[config.mk]
export PLATFORM = sky130hd
export DESIGN_NAME = obstacle_scheduler
export DESIGN_NICKNAME = d
export VERILOG_FILES = /design/src/rtl/obstacle_pkg.sv /design/src/rtl/obstacle_scheduler_lfsr16.sv /design/src/rtl/obstacle_scheduler.sv
export SDC_FILE = /design/constraint.sdc
export NUM_CORES = 1
export LEC_CHECK = 0
export CAP_MARGIN = 20
export CORE_ASPECT_RATIO = 2
export CORE_MARGIN = 10
export CORE_UTILIZATION = 45
export CTS_CLUSTER_DIAMETER = 80
export DETAILED_ROUTE_END_ITERATION = 10
export HOLD_SLACK_MARGIN = 0.15
export PLACE_DENSITY = 0.64
export SYNTH_ARGS = -nofsm -noshare
export SYNTH_HDL_FRONTEND = slang
export SYNTH_SLANG_ARGS = --single-unit
export TNS_END_PERCENT = 1
[constraint.sdc]
create_clock -name pclk -period 2.07 [get_ports pclk]
set_input_delay 0.414 -clock pclk [delete_from_list [all_inputs] [get_ports pclk]]
set_output_delay 0.414 -clock pclk [all_outputs]
set_load 0.02 [all_outputs]
[src/rtl/obstacle_pkg.sv]
// Shared types, constants and helpers for the obstacle scheduler.
// IDLE wait enable | GAP inter-obstacle gap | PICK choose slot | START strobe | RUN wait done/timeout
package obstacle_pkg;

  typedef enum logic [2:0] {
    ST_IDLE  = 3'd0,
    ST_GAP   = 3'd1,
    ST_PICK  = 3'd2,
    ST_START = 3'd3,
    ST_RUN   = 3'd4
  } state_e;

  localparam logic [3:0] OBST_LASERS = 4'b0001;
  localparam logic [3:0] OBST_BEAMS  = 4'b0010;
  localparam logic [3:0] OBST_WALLS  = 4'b0100;
  localparam logic [3:0] OBST_DRONES = 4'b1000;

  localparam int unsigned ROUND_W = 8;
  localparam logic [ROUND_W-1:0] ROUND_MAX = '1;

  function automatic logic [3:0] slot_mask(int unsigned n);
    logic [3:0] m;
    m = '0;
    for (int unsigned i = 0; i < 4; i++) m[i] = (i < n);
    return m;
  endfunction

  // Fibonacci form, taps 16,14,13,11, shifting toward bit 0.
  function automatic logic [15:0] lfsr_next(logic [15:0] q);
    logic fb;
    fb = q[0] ^ q[2] ^ q[3] ^ q[5];
    return {fb, q[15:1]};
  endfunction

endpackage

[src/rtl/obstacle_scheduler_lfsr16.sv]
// Free-running 16-bit LFSR used as the obstacle pick source.
module lfsr16
  import obstacle_pkg::*;
#(
  parameter logic [15:0] SEED = 16'hACE1
) (
  input  logic        pclk,
  input  logic        rst_n,
  output logic [15:0] q
);

  always_ff @(posedge pclk or negedge rst_n) begin
    if (!rst_n) q <= SEED;
    else        q <= lfsr_next(q);
  end

endmodule

[src/rtl/obstacle_scheduler.sv]
// Game-level obstacle sequencer: gap, pseudo-random pick, start strobe, wait for done or watchdog.
module obstacle_scheduler
  import obstacle_pkg::*;
#(
  parameter int unsigned N_OBST         = 4,
  parameter int unsigned GAP_CYCLES     = 32_000_000,
  parameter int unsigned TIMEOUT_CYCLES = 1_000_000_000,
  parameter logic [15:0] LFSR_SEED      = 16'hACE1,
  parameter int unsigned NO_REPEAT      = 1
) (
  input  logic               pclk,
  input  logic               rst_n,
  input  logic               game_on,
  input  logic               menu_on,
  input  logic [3:0]         obstacle_done,
  input  logic [3:0]         obstacle_work,
  output logic [3:0]         selected,
  output logic               play_selected,
  output logic               done_control,
  output logic               obstacle_active,
  output logic [ROUND_W-1:0] round_count,
  output logic               timeout_err
);

  localparam int unsigned GAP_W = $clog2(GAP_CYCLES + 1);
  localparam int unsigned RUN_W = $clog2(TIMEOUT_CYCLES + 1);
  localparam logic [GAP_W-1:0] GAP_LAST = GAP_W'(GAP_CYCLES - 1);
  localparam logic [RUN_W-1:0] RUN_LAST = RUN_W'(TIMEOUT_CYCLES - 1);
  localparam logic [3:0] SLOT_MASK = slot_mask(N_OBST);

  state_e             state_q, state_d;
  logic [GAP_W-1:0]   gap_cnt_q, gap_cnt_d;
  logic [RUN_W-1:0]   run_cnt_q, run_cnt_d;
  logic [1:0]         last_idx_q, last_idx_d;
  logic               last_valid_q, last_valid_d;
  logic [3:0]         selected_q, selected_d;
  logic               play_q, play_d;
  logic               done_ctl_q, done_ctl_d;
  logic               active_q;
  logic [ROUND_W-1:0] round_q, round_d;
  logic               tout_q, tout_d;
  logic [15:0]        lfsr_q;
  logic [1:0]         pick_idx;
  logic               enable;
  logic               done_sel;
  logic               unused_lfsr;

  lfsr16 #(.SEED(LFSR_SEED)) u_lfsr (
    .pclk  (pclk),
    .rst_n (rst_n),
    .q     (lfsr_q)
  );

  assign unused_lfsr = ^lfsr_q[15:2];
  assign enable      = game_on && !menu_on;
  assign done_sel    = |(obstacle_done & selected_q);

  always_comb begin
    pick_idx = 2'({30'd0, lfsr_q[1:0]} % N_OBST);
    if ((NO_REPEAT != 0) && (N_OBST > 1) && last_valid_q && (pick_idx == last_idx_q))
      pick_idx = 2'(({30'd0, pick_idx} + 32'd1) % N_OBST);
  end

  // Outputs are decoded from the next state so they register on the same edge as the state.
  always_comb begin
    state_d      = state_q;
    gap_cnt_d    = gap_cnt_q;
    run_cnt_d    = run_cnt_q;
    last_idx_d   = last_idx_q;
    last_valid_d = last_valid_q;
    selected_d   = selected_q;
    play_d       = 1'b0;
    done_ctl_d   = 1'b0;
    round_d      = round_q;
    tout_d       = tout_q;
    case (state_q)
      ST_IDLE: begin
        selected_d = '0;
        if (enable) begin
          state_d   = ST_GAP;
          gap_cnt_d = '0;
          round_d   = '0;
          tout_d    = 1'b0;
        end
      end
      ST_GAP: begin
        selected_d = '0;
        if (gap_cnt_q == GAP_LAST) state_d = ST_PICK;
        else gap_cnt_d = gap_cnt_q + GAP_W'(1);
      end
      ST_PICK: begin
        case (pick_idx)
          2'd0:    selected_d = OBST_LASERS;
          2'd1:    selected_d = OBST_BEAMS;
          2'd2:    selected_d = OBST_WALLS;
          default: selected_d = OBST_DRONES;
        endcase
        last_idx_d   = pick_idx;
        last_valid_d = 1'b1;
        state_d      = ST_START;
        play_d       = 1'b1;
        done_ctl_d   = 1'b1;
      end
      ST_START: begin
        state_d   = ST_RUN;
        run_cnt_d = '0;
        play_d    = 1'b1;
      end
      ST_RUN: begin
        if (done_sel) begin
          state_d    = ST_GAP;
          gap_cnt_d  = '0;
          selected_d = '0;
          round_d    = (round_q == ROUND_MAX) ? round_q : round_q + ROUND_W'(1);
        end else if (run_cnt_q == RUN_LAST) begin
          state_d    = ST_GAP;
          gap_cnt_d  = '0;
          selected_d = '0;
          tout_d     = 1'b1;
        end else begin
          run_cnt_d = run_cnt_q + RUN_W'(1);
          play_d    = 1'b1;
        end
      end
      default: begin
        state_d    = ST_IDLE;
        selected_d = '0;
      end
    endcase
    if ((state_q != ST_IDLE) && !enable) begin
      state_d      = ST_IDLE;
      selected_d   = '0;
      play_d       = 1'b0;
      done_ctl_d   = 1'b0;
      round_d      = round_q;
      tout_d       = tout_q;
      last_idx_d   = last_idx_q;
      last_valid_d = last_valid_q;
    end
  end

  always_ff @(posedge pclk or negedge rst_n) begin
    if (!rst_n) begin
      state_q      <= ST_IDLE;
      gap_cnt_q    <= '0;
      run_cnt_q    <= '0;
      last_idx_q   <= '0;
      last_valid_q <= 1'b0;
      selected_q   <= '0;
      play_q       <= 1'b0;
      done_ctl_q   <= 1'b0;
      active_q     <= 1'b0;
      round_q      <= '0;
      tout_q       <= 1'b0;
    end else begin
      state_q      <= state_d;
      gap_cnt_q    <= gap_cnt_d;
      run_cnt_q    <= run_cnt_d;
      last_idx_q   <= last_idx_d;
      last_valid_q <= last_valid_d;
      selected_q   <= selected_d;
      play_q       <= play_d;
      done_ctl_q   <= done_ctl_d;
      active_q     <= |(obstacle_work & SLOT_MASK);
      round_q      <= round_d;
      tout_q       <= tout_d;
    end
  end

  assign selected        = selected_q;
  assign play_selected   = play_q;
  assign done_control    = done_ctl_q;
  assign obstacle_active = active_q;
  assign round_count     = round_q;
  assign timeout_err     = tout_q;

endmodule

======== Word level (Yosys, flattened, before mapping) ========
Cells that the tools add are included.
word-level totals
  logic and storage cells ................. 98
  memory bits (read-only) ................. 0
  bits in registers ....................... 93
  bits of input ports ..................... 12
  memories kept ........................... 0
  bits in writable memories ............... 0
  bits in latches ......................... 0
  output and inout port bits .............. 16
operators by class
  multiplexer cells ....................... 34
  magnitude comparators ................... 0
  bitwise gates (word level) .............. 5
  equal/unequal tests ..................... 22
  reductions and logical operators ........ 21
  $add $sub $neg .......................... 4
  div/mod/pow operators ................... 0
  shifts and indexed selects .............. 0
  $mul .................................... 0
operators by type and width
  operator               count
  $mux 25                4
  $pmux 25 s3            1
  $mux 30                2
  $pmux 30 s2            1
  $add 30x1->30 const B  1
  $eq 30x30->1 const B   1
  $add 25x1->25 const B  1
  $eq 25x25->1 const B   1
  $mux 8                 3
  $pmux 4 s3             2
  $ne 2x2->1 const B     8
  $pmux 8 s2             1
  $mux 3                 5
  $pmux 3 s5             1
  $mux 4                 3
  $reduce_and 5->1       2
  $ne 3x3->1 const B     3
  $add 8x1->8 const B    1
  $eq 8x8->1 const B     1
  $mux 1                 8
  $reduce_or 4->1        2
  $eq 3x2->1 const B     2
  $reduce_and 3->1       2
  $reduce_bool 3->1      2
  other kinds (20)       28

======== Longest topological paths before layout ========
Gate-level depths: netlist of run 1.
  word-level depth ........................ 7
  mapped depth ............................ 9

======== Hierarchy ========
From an unflattened synthesis of run 1, not the netlist that was laid out.
unflattened totals
  cell total of the unflattened synthesis .. 503
  area total of the unflattened synthesis .. 4720.8 µm²
modules (own cells, without submodules)
  module              sequential area each (µm²)  area each (µm²)  cells an instance  instances
  obstacle_scheduler  1926.8                      4284.1           484                1
  lfsr16              410.4                       436.7            19                 1

======== Worst setup path after synthesis of run 1 ========
OpenSTA, ideal clock, no wires.
  path type ............................... register to register
  from .................................... reg run_cnt_q[21]
  to ...................................... reg run_cnt_q[24]
  cell stages (with the launch flop) ...... 8
  setup slack ............................. 0.010 ns
  path buffers ............................ 2
  data arrival time ....................... 1.936 ns
  data required time ...................... 1.946 ns
  period minus slack after synthesis ...... 2.060 ns
  cells stage by stage .................... dfrtp_1 -> or4b_4 -> nor4_4 -> a21bo_1 -> buf_4 -> buf_2 -> nor3_1 -> a211o_1
on the way
  word-level cells in the longest chain between the ends .. 4
RTL lines
  element                 RTL line                   RTL
  from (decl)             obstacle_scheduler.sv:33   logic [RUN_W-1:0] run_cnt_q, run_cnt_d;
  from (signal assigned)  obstacle_scheduler.sv:158  run_cnt_q <= run_cnt_d;
  $add 30x1->30           obstacle_scheduler.sv:121  run_cnt_d = run_cnt_q + RUN_W'(1);
  $mux 30                 obstacle_scheduler.sv:115  end else if (run_cnt_q == RUN_LAST) begin
  $mux 30                 obstacle_scheduler.sv:110  if (done_sel) begin
  $pmux 30 s2             obstacle_scheduler.sv:76   case (state_q)
Parallel ways exist; a longest one is shown, timed or not. The select of a mux whose other input is x is not followed.
A chain may end at the register's enable or synchronous reset.

======== Worst setup path after layout of run 1 ========
  from .................................... reg run_cnt_q[13]
  to ...................................... reg gap_cnt_q[2]
on the way
  word-level cells in the longest chain between the ends .. 3
RTL lines
  element                            RTL line                   RTL
  $eq 30x30->1                       obstacle_scheduler.sv:115
  $ne 3x3->1 (no source line)        --
  $reduce_and 4->1 (no source line)  --
  to (signal assigned)               obstacle_scheduler.sv:157  gap_cnt_q <= gap_cnt_d;
  to (decl)                          obstacle_scheduler.sv:32   logic [GAP_W-1:0] gap_cnt_q, gap_cnt_d;
No other way between the ends.

==> metrics.txt, run 1 <==
CTS root buf=clkbuf_16; Largest stage delay, worst path=0.55 ns; Core ar.=10500 µm²; Slew @ Worst Pin=roughly 0.45 ns; GRT Overall Usage=0.171; htree depth=3; #FFs+latches synth=93; Crit Path Max Fanout=20; WHS Path Cells=0; FP Rows=between 50 and 60; Final Hold Viols=0; Post-synth EDFFs=0; Num CTS Buffers=9; Peak supply drop=577 µV; failing checks=setup timing; first-pass GRT wire length=21700 µm; Highest Clock Rate=0.452 GHz; GRT Residual Overflow=0; synth-to-layout area growth=26.6%; RSZ-0062 raised after global routing=true; total wire length=about 13000 µm; WP buf/inv=2; share of cells above drive strength 1=0.209; Max Cap Viol=0; Worst-path clk slew=~0.070 ns; Clock Latency Late Sink=0.35 ns; Final ANT Viol Nets=0; worst r2r path cells=7; First-pass DRT Iterations=6; critical path's slowest cell=or4_4; Period minus WS final=2.21 ns; Antenna diodes=0; Synth Warn #=0; synthesized area=4770 µm²; Max Slew Vio Count=0; WS Path Type=register to register; DP Worst Slack=-0.276 ns; Static Leak=between 2 and 3 nW; worst setup margin=-0.140 ns; fin cells=717; Cell Chain, Critical Path=or4_4 -> nor4_4 -> a21boi_2 -> buf_12 -> buf_6 -> o31ai_1 -> o21ai_1; final-stage net count=between 500 and 600; Sink Count=93; post-synthesis sequential area ratio=0.490; synth unique cells=63; initial drt markers=219; chip width=92.8 µm; die height=166 µm; Initial Utilization=0.456; Worst EP arrival=2.44 ns; vias in the first global route=4484; Hold Crit Class=register to register; Ports=28; critical path's top delay family=simple AND/OR/NAND/NOR gates; area share of the largest cell type after synthesis=0.445; Die ar.=between 15000 and 20000 µm²; pwr/cell area=696 nW/µm²; CTS tree=built; antenna violations before repair=0; Synth Net Count=510; Crit. End Element=register; Syn Inst Count=495; RD Place Congestion=0.920; Levels on crit path=7; leading area contributor after synthesis=dfrtp_1; WP data required=2.30 ns; Avg WL per Cell=18.0 µm; status=finished with violations; clk buf depth=2; Synth area leaders=dfrtp_1 (45%), dfstp_2 (4.4%), a31oi_1 (3.9%), nand2_1 (3.3%), and3_1 (3.3%); DRC=0; largest net degree at the start of global routing=41; slew margin rel.=0.697; via/cell ratio=6.14; Inst Count DP=697; final worst-path cycle share=1.07; clock skew=0.00574 ns; syn avg cell area=9.65 µm²; input/output buffers=27; DPL Wire Length=8940 µm; async set or reset register ratio after synthesis=1.00; Setup Viol. Count Final=44; Top FF cell, synth=dfrtp_1; DR vias=4402; Worst setup SP type=register
[kinds of logic after synthesis]
group,count (synthesis),share of synthesized area
xor gates and xnor gates,4,0.00734
AOI/OAI and AO/OA,148,0.214
buffers and inverters,38,0.0377
DFF,93,0.490
and+or+nand+nor,203,0.231
muxes,6,0.0128
adders and majority gates,3,0.00786
[registers in the layout (all words and copies together), names as in the netlist]
register,flops
selected,4
timeout_err,1
last_idx_q,2
u_lfsr.q,16
gap_cnt_q,25
done_control,1
round_count,8
state_q,3
last_valid_q,1
play_selected,1
obstacle_active,1
run_cnt_q,30
[synth_stat cells, types with 4 or more instances]
library cell / number
a211o_1: 5
a21o_1: 5
a21oi_1: 26
a221o_1: 7
a22o_1: 4
a31oi_1: 30
a41oi_1: 10
and2_1: 4
and3_1: 25
and4_1: 5
buf_2: 6
clkbuf_1: 14
dfrtp_1: 85
dfstp_2: 8
inv_1: 11
mux2i_1: 5
nand2_1: 42
nand3_1: 25
nand4_1: 22
nor2_1: 36
nor3_1: 12
nor3b_1: 4
nor4_1: 7
o21a_1: 4
o21ai_0: 25
o22a_1: 7
o31ai_1: 7
or3_1: 5
[per-stage QoR]
stage | total power [W] | cell area (µm²) | hold WS (ns) | TNS, ns | util
global placement | 0.00253 | 5590 | 0.342 | -9.20 | 0.534
global route | 0.00439 | 6050 | 0.366 | -6.05 | 0.577
CTS | 0.00422 | 6000 | 0.355 | -2.05 | 0.573
detailed placement | 0.00256 | 5590 | 0.338 | -11.43 | 0.534
floorplan | 0.00235 | 4770 | 0.118 | 0 | -
finish | 0.00421 | 6050 | 0.356 | -2.22 | 0.577
[where the power goes]
group	leakage [nW]	switching (W)	internal [W]
Combinational	1.25	0.000225	0.000213
Sequential	1.20	0.000159	0.00195
Clock	0.148	0.000809	0.000857
Total	2.59	0.00119	0.00302
[timing repair]
item	CTS	global route
setup endpoints to repair	49	56
setup buffers	2	0
gates resized for setup	15	12
pin swaps	12	12
endpoints found under the hold margin	26	0
hold buffers	1	0
gates cloned	1	0
[area by class of cell]
type / instances / area (µm²)
fillers: 975 / 4430
multi-input cells: 364 / 2330
clock buffers: 9 / 225
clock inverters: 7 / 78.8
well taps: 137 / 171
inverters: 11 / 41.3
repair buffers: 96 / 862
flip-flops and latches: 93 / 2340
[layout by cell type (no fill, tap or decap), types with 8 or more instances in the layout]
| cell | count |
|---|---|
| dfrtp_1 | 85 |
| buf_4 | 62 |
| nand2_1 | 42 |
| nor2_1 | 36 |
| a31oi_1 | 29 |
| clkdlybuf4s50_1 | 26 |
| nand3_1 | 24 |
| a21oi_1 | 24 |
| and3_1 | 24 |
| nand4_1 | 22 |
| o21ai_0 | 18 |
| nor3_1 | 12 |
| inv_1 | 11 |
| a41oi_1 | 9 |
| clkbuf_16 | 9 |
| dfstp_2 | 8 |
[path summary, 6_finish.rpt]
check                                    from              to  slack [ns]
worst max register to register  run_cnt_q[13]    gap_cnt_q[2]       -0.14
worst min-delay path              u_lfsr.q[4]     u_lfsr.q[3]        0.36
worst max-delay path            run_cnt_q[13]    gap_cnt_q[2]       -0.14
worst min register to register    u_lfsr.q[4]     u_lfsr.q[3]        0.36
max in group asynchronous               rst_n   run_cnt_q[18]        0.89
min in group asynchronous               rst_n  round_count[3]        0.55
[metal layers]
metal | wire, µm | up-vias | share of wire | global-route usage
met5 | 0 | - | 0 | 0
met4 | 409 | 0 | 0.032 | 0.0884
met3 | 422 | 41 | 0.033 | 0.0285
met2 | 7230 | 109 | 0.56 | 0.306
met1 | 4840 | 2204 | 0.38 | 0.182
li1 | - | 2048 | - | -
Note: power is estimated with default switching activity, not from simulation.
==> run 2: changes to the inputs <==
--- a/config.mk
+++ b/config.mk
@@ -13,6 +13,7 @@
 export DETAILED_ROUTE_END_ITERATION = 10
 export HOLD_SLACK_MARGIN = 0.15
 export PLACE_DENSITY = 0.64
+export SKIP_LAST_GASP = 1
 export SYNTH_ARGS = -nofsm -noshare
 export SYNTH_HDL_FRONTEND = slang
 export SYNTH_SLANG_ARGS = --single-unit
==> metrics.txt, run 2 (synthesis results as in run 1) <==
status=finished with violations (unchanged); # fillers=965 (was 975); Biggest register=run_cnt_q (unchanged); Slew @ Worst Pin=0.692 ns (was 0.454 ns); max FFs per register=30 (unchanged); htree depth=3 (unchanged); pwr/cell area=688 nW/µm² (was 696 nW/µm²); FF/Latch Area=2340 µm² (unchanged); critical path's slowest cell=or4b_4 (was or4_4); clk buf depth=2 (unchanged); WP buf/inv=1 (was 2); initial drt markers=226 (was 219); input/output buffers=27 (unchanged); Worst-path clk slew=0.07 ns (about the same); GRT Residual Overflow=0 (unchanged); biggest regs=run_cnt_q: 30 flops, gap_cnt_q: 25 flops, u_lfsr.q: 16 flops (unchanged); Hold Crit Class=register to register (unchanged); CP startpoint=run_cnt_q[18] (was run_cnt_q[13]); slew margin rel.=0.539 (was 0.697); WS Path Type=register to register (unchanged); sequential fraction of design power=0.501 (was 0.500); Critical Path Sink=run_cnt_q[8] (was gap_cnt_q[2]); Cell Chain, Critical Path=or4b_4 -> nor4_4 -> a21boi_4 -> clkbuf_16 -> and3_1 -> a221o_1 (was or4_4 -> nor4_4 -> a21boi_2 -> buf_12 -> buf_6 -> o31ai_1 -> o21ai_1); commonest non-fill, non-tap cell in the layout=dfrtp_1 (unchanged); critical path's top delay family=simple AND/OR/NAND/NOR gates (unchanged); Die ar.=15400 µm² (unchanged); Int Pwr=0.00301 W (was 0.00302 W); failing checks=setup timing (unchanged); CTS root buf=clkbuf_16 (unchanged); GRT Overall Usage=0.169 (was 0.171); die height=166 µm (unchanged); final-stage net count=595 (was 590); chip width=92.8 µm (unchanged); P_sw=0.00119 W (about the same); Ports=28 (unchanged); Final Hold Viols=0 (unchanged); CTS tree=built (unchanged); Worst setup SP type=register (unchanged); Max Slew Vio Count=0 (unchanged); Worst EP arrival=2.51 ns (was 2.44 ns); Crit Path Max Fanout=5 (was 20); Static Leak=2.59 nW (about the same); Largest stage delay, worst path=0.58 ns (was 0.55 ns); Initial Utilization=0.456 (unchanged); synth-to-layout area growth=27.8% (was 26.6%); Avg WL per Cell=18.2 µm (was 18.0 µm); Num CTS Buffers=9 (unchanged); sw frac=0.283 (about the same); RD Place Congestion=0.920 (unchanged); vias in the first global route=4450 (was 4484); Max Cap Viol=0 (unchanged); largest net degree at the start of global routing=41 (unchanged); WHS Path Cells=0 (unchanged); Clock power frac=0.396 (about the same); Levels on crit path=6 (was 7); share of cells above drive strength 1=0.212 (was 0.209); reg2reg start=run_cnt_q[18] (was run_cnt_q[13]); first-pass GRT wire length=21400 µm (was 21700 µm); FP Rows=53 (unchanged); Peak supply drop=581 µV (was 577 µV); Antenna diodes=0 (unchanged); Clock Latency Late Sink=0.35 ns (about the same); total wire length=13200 µm (was 12900 µm); R2R Setup Slk=-0.21 ns (was -0.14 ns); DRC=0 (unchanged); Core ar.=10500 µm² (unchanged); Comb power frac=0.103 (was 0.104); First-pass DRT Iterations=5 (was 6); final core occ=0.583 (was 0.577); via/cell ratio=6.12 (was 6.14); Placed Area=5590 µm² (unchanged); Crit. End Element=register (unchanged); clock skew=0.00561 ns (was 0.00574 ns); worst setup margin=-0.208 ns (was -0.140 ns); Final ANT Viol Nets=0 (unchanged); Period minus WS final=2.28 ns (was 2.21 ns); DPL Wire Length=8940 µm (unchanged); r2r endpoint=run_cnt_q[8] (was gap_cnt_q[2]); antenna violations before repair=0 (unchanged); WP data required=2.30 ns (about the same); area occupied by multi-input gates=2320 µm² (was 2330 µm²); Highest Clock Rate=0.439 GHz (was 0.452 GHz); Sink Count=93 (unchanged); commonest cells after routing, fill and taps aside=dfrtp_1 (85), buf_4 (66), nand2_1 (42) (was dfrtp_1 (85), buf_4 (62), nand2_1 (42)); Final Instance Area=6100 µm² (was 6050 µm²); RSZ-0062 raised after global routing=true (unchanged); DR vias=4418 (was 4402); Setup Viol. Count Final=57 (was 44); worst r2r path cells=6 (was 7); final worst-path cycle share=1.10 (was 1.07)
==> run 2: area by class of cell <==
| cell class | instances | area share |
|---|---|---|
| Clock inverter | 7 | 0.0129 |
| Multi-Input combinational cell | 364 | 0.381 |
| Clock buffer | 9 | 0.0369 |
| Timing Repair Buffer | 101 | 0.152 |
| Tap cell | 137 | 0.0281 |
| Inverter | 11 | 0.00677 |
| Sequential cell | 93 | 0.383 |
==> run 2: worst register-to-register path, stage by stage (launching register included) <==
cell and delay (ns):
dfrtp_1 0.38, or4b_4 0.58, nor4_4 0.38, a21boi_4 0.20, clkbuf_16 0.21, and3_1 0.16, a221o_1 0.25
==> run 2: worst min path at each step <==
stage / start / endpoint / slack [ns]
floorplan: rst_n / done_control / 0.12
global placement: u_lfsr.q[4] / u_lfsr.q[3] / 0.34
detailed placement: u_lfsr.q[9] / u_lfsr.q[8] / 0.34
CTS: u_lfsr.q[9] / u_lfsr.q[8] / 0.36
global route: u_lfsr.q[7] / u_lfsr.q[6] / 0.37
finish: u_lfsr.q[4] / u_lfsr.q[3] / 0.36
==> run 2: what timing repair did <==
| action | CTS | global route |
|---|---|---|
| buffers inserted | 2 | 2 |
| setup endpoints to repair | 49 | 58 |
| gates cloned | 1 | 3 |
| hold endpoints to repair | 26 | 0 |
| hold buffers | 1 | 0 |
| pin swaps | 3 | 15 |
| resized for setup | 2 | 16 |
==> run 2: layer usage <==
layer | up-vias | wire, µm | track usage
li1 | 2062 | - | -
met5 | - | 0 | 0
met3 | 40 | 476 | 0.0294
met4 | 0 | 509 | 0.0884
met1 | 2192 | 4940 | 0.180
met2 | 124 | 7230 | 0.303
==> run 2: power by group through the flow <==
| stage | clock, W | sequential, W | combinational, W |
|---|---|---|---|
| after floorplan | 0 | 0.00208 | 0.000268 |
| after global placement | 0 | 0.00212 | 0.000407 |
| after detailed placement | 0 | 0.00213 | 0.000423 |
| after CTS | 0.00169 | 0.00210 | 0.000434 |
| after global routing | 0.00177 | 0.00213 | 0.000487 |
| final | 0.00166 | 0.00210 | 0.000433 |
==> run 2: metrics by stage <==
step / TNS [ns] / hold WS (ns) / instances / worst slack [ns] / total power (W)
after floorplan: 0 / 0.118 / 495 / 0.0102 / 0.00235
after global placement: -9.20 / 0.342 / 697 / -0.258 / 0.00253
after detailed placement: -11.43 / 0.338 / 697 / -0.276 / 0.00256
after CTS: -2.70 / 0.355 / 717 / -0.155 / 0.00422
after global routing: -10.91 / 0.366 / 722 / -0.256 / 0.00438
final: -7.37 / 0.356 / 722 / -0.208 / 0.00420
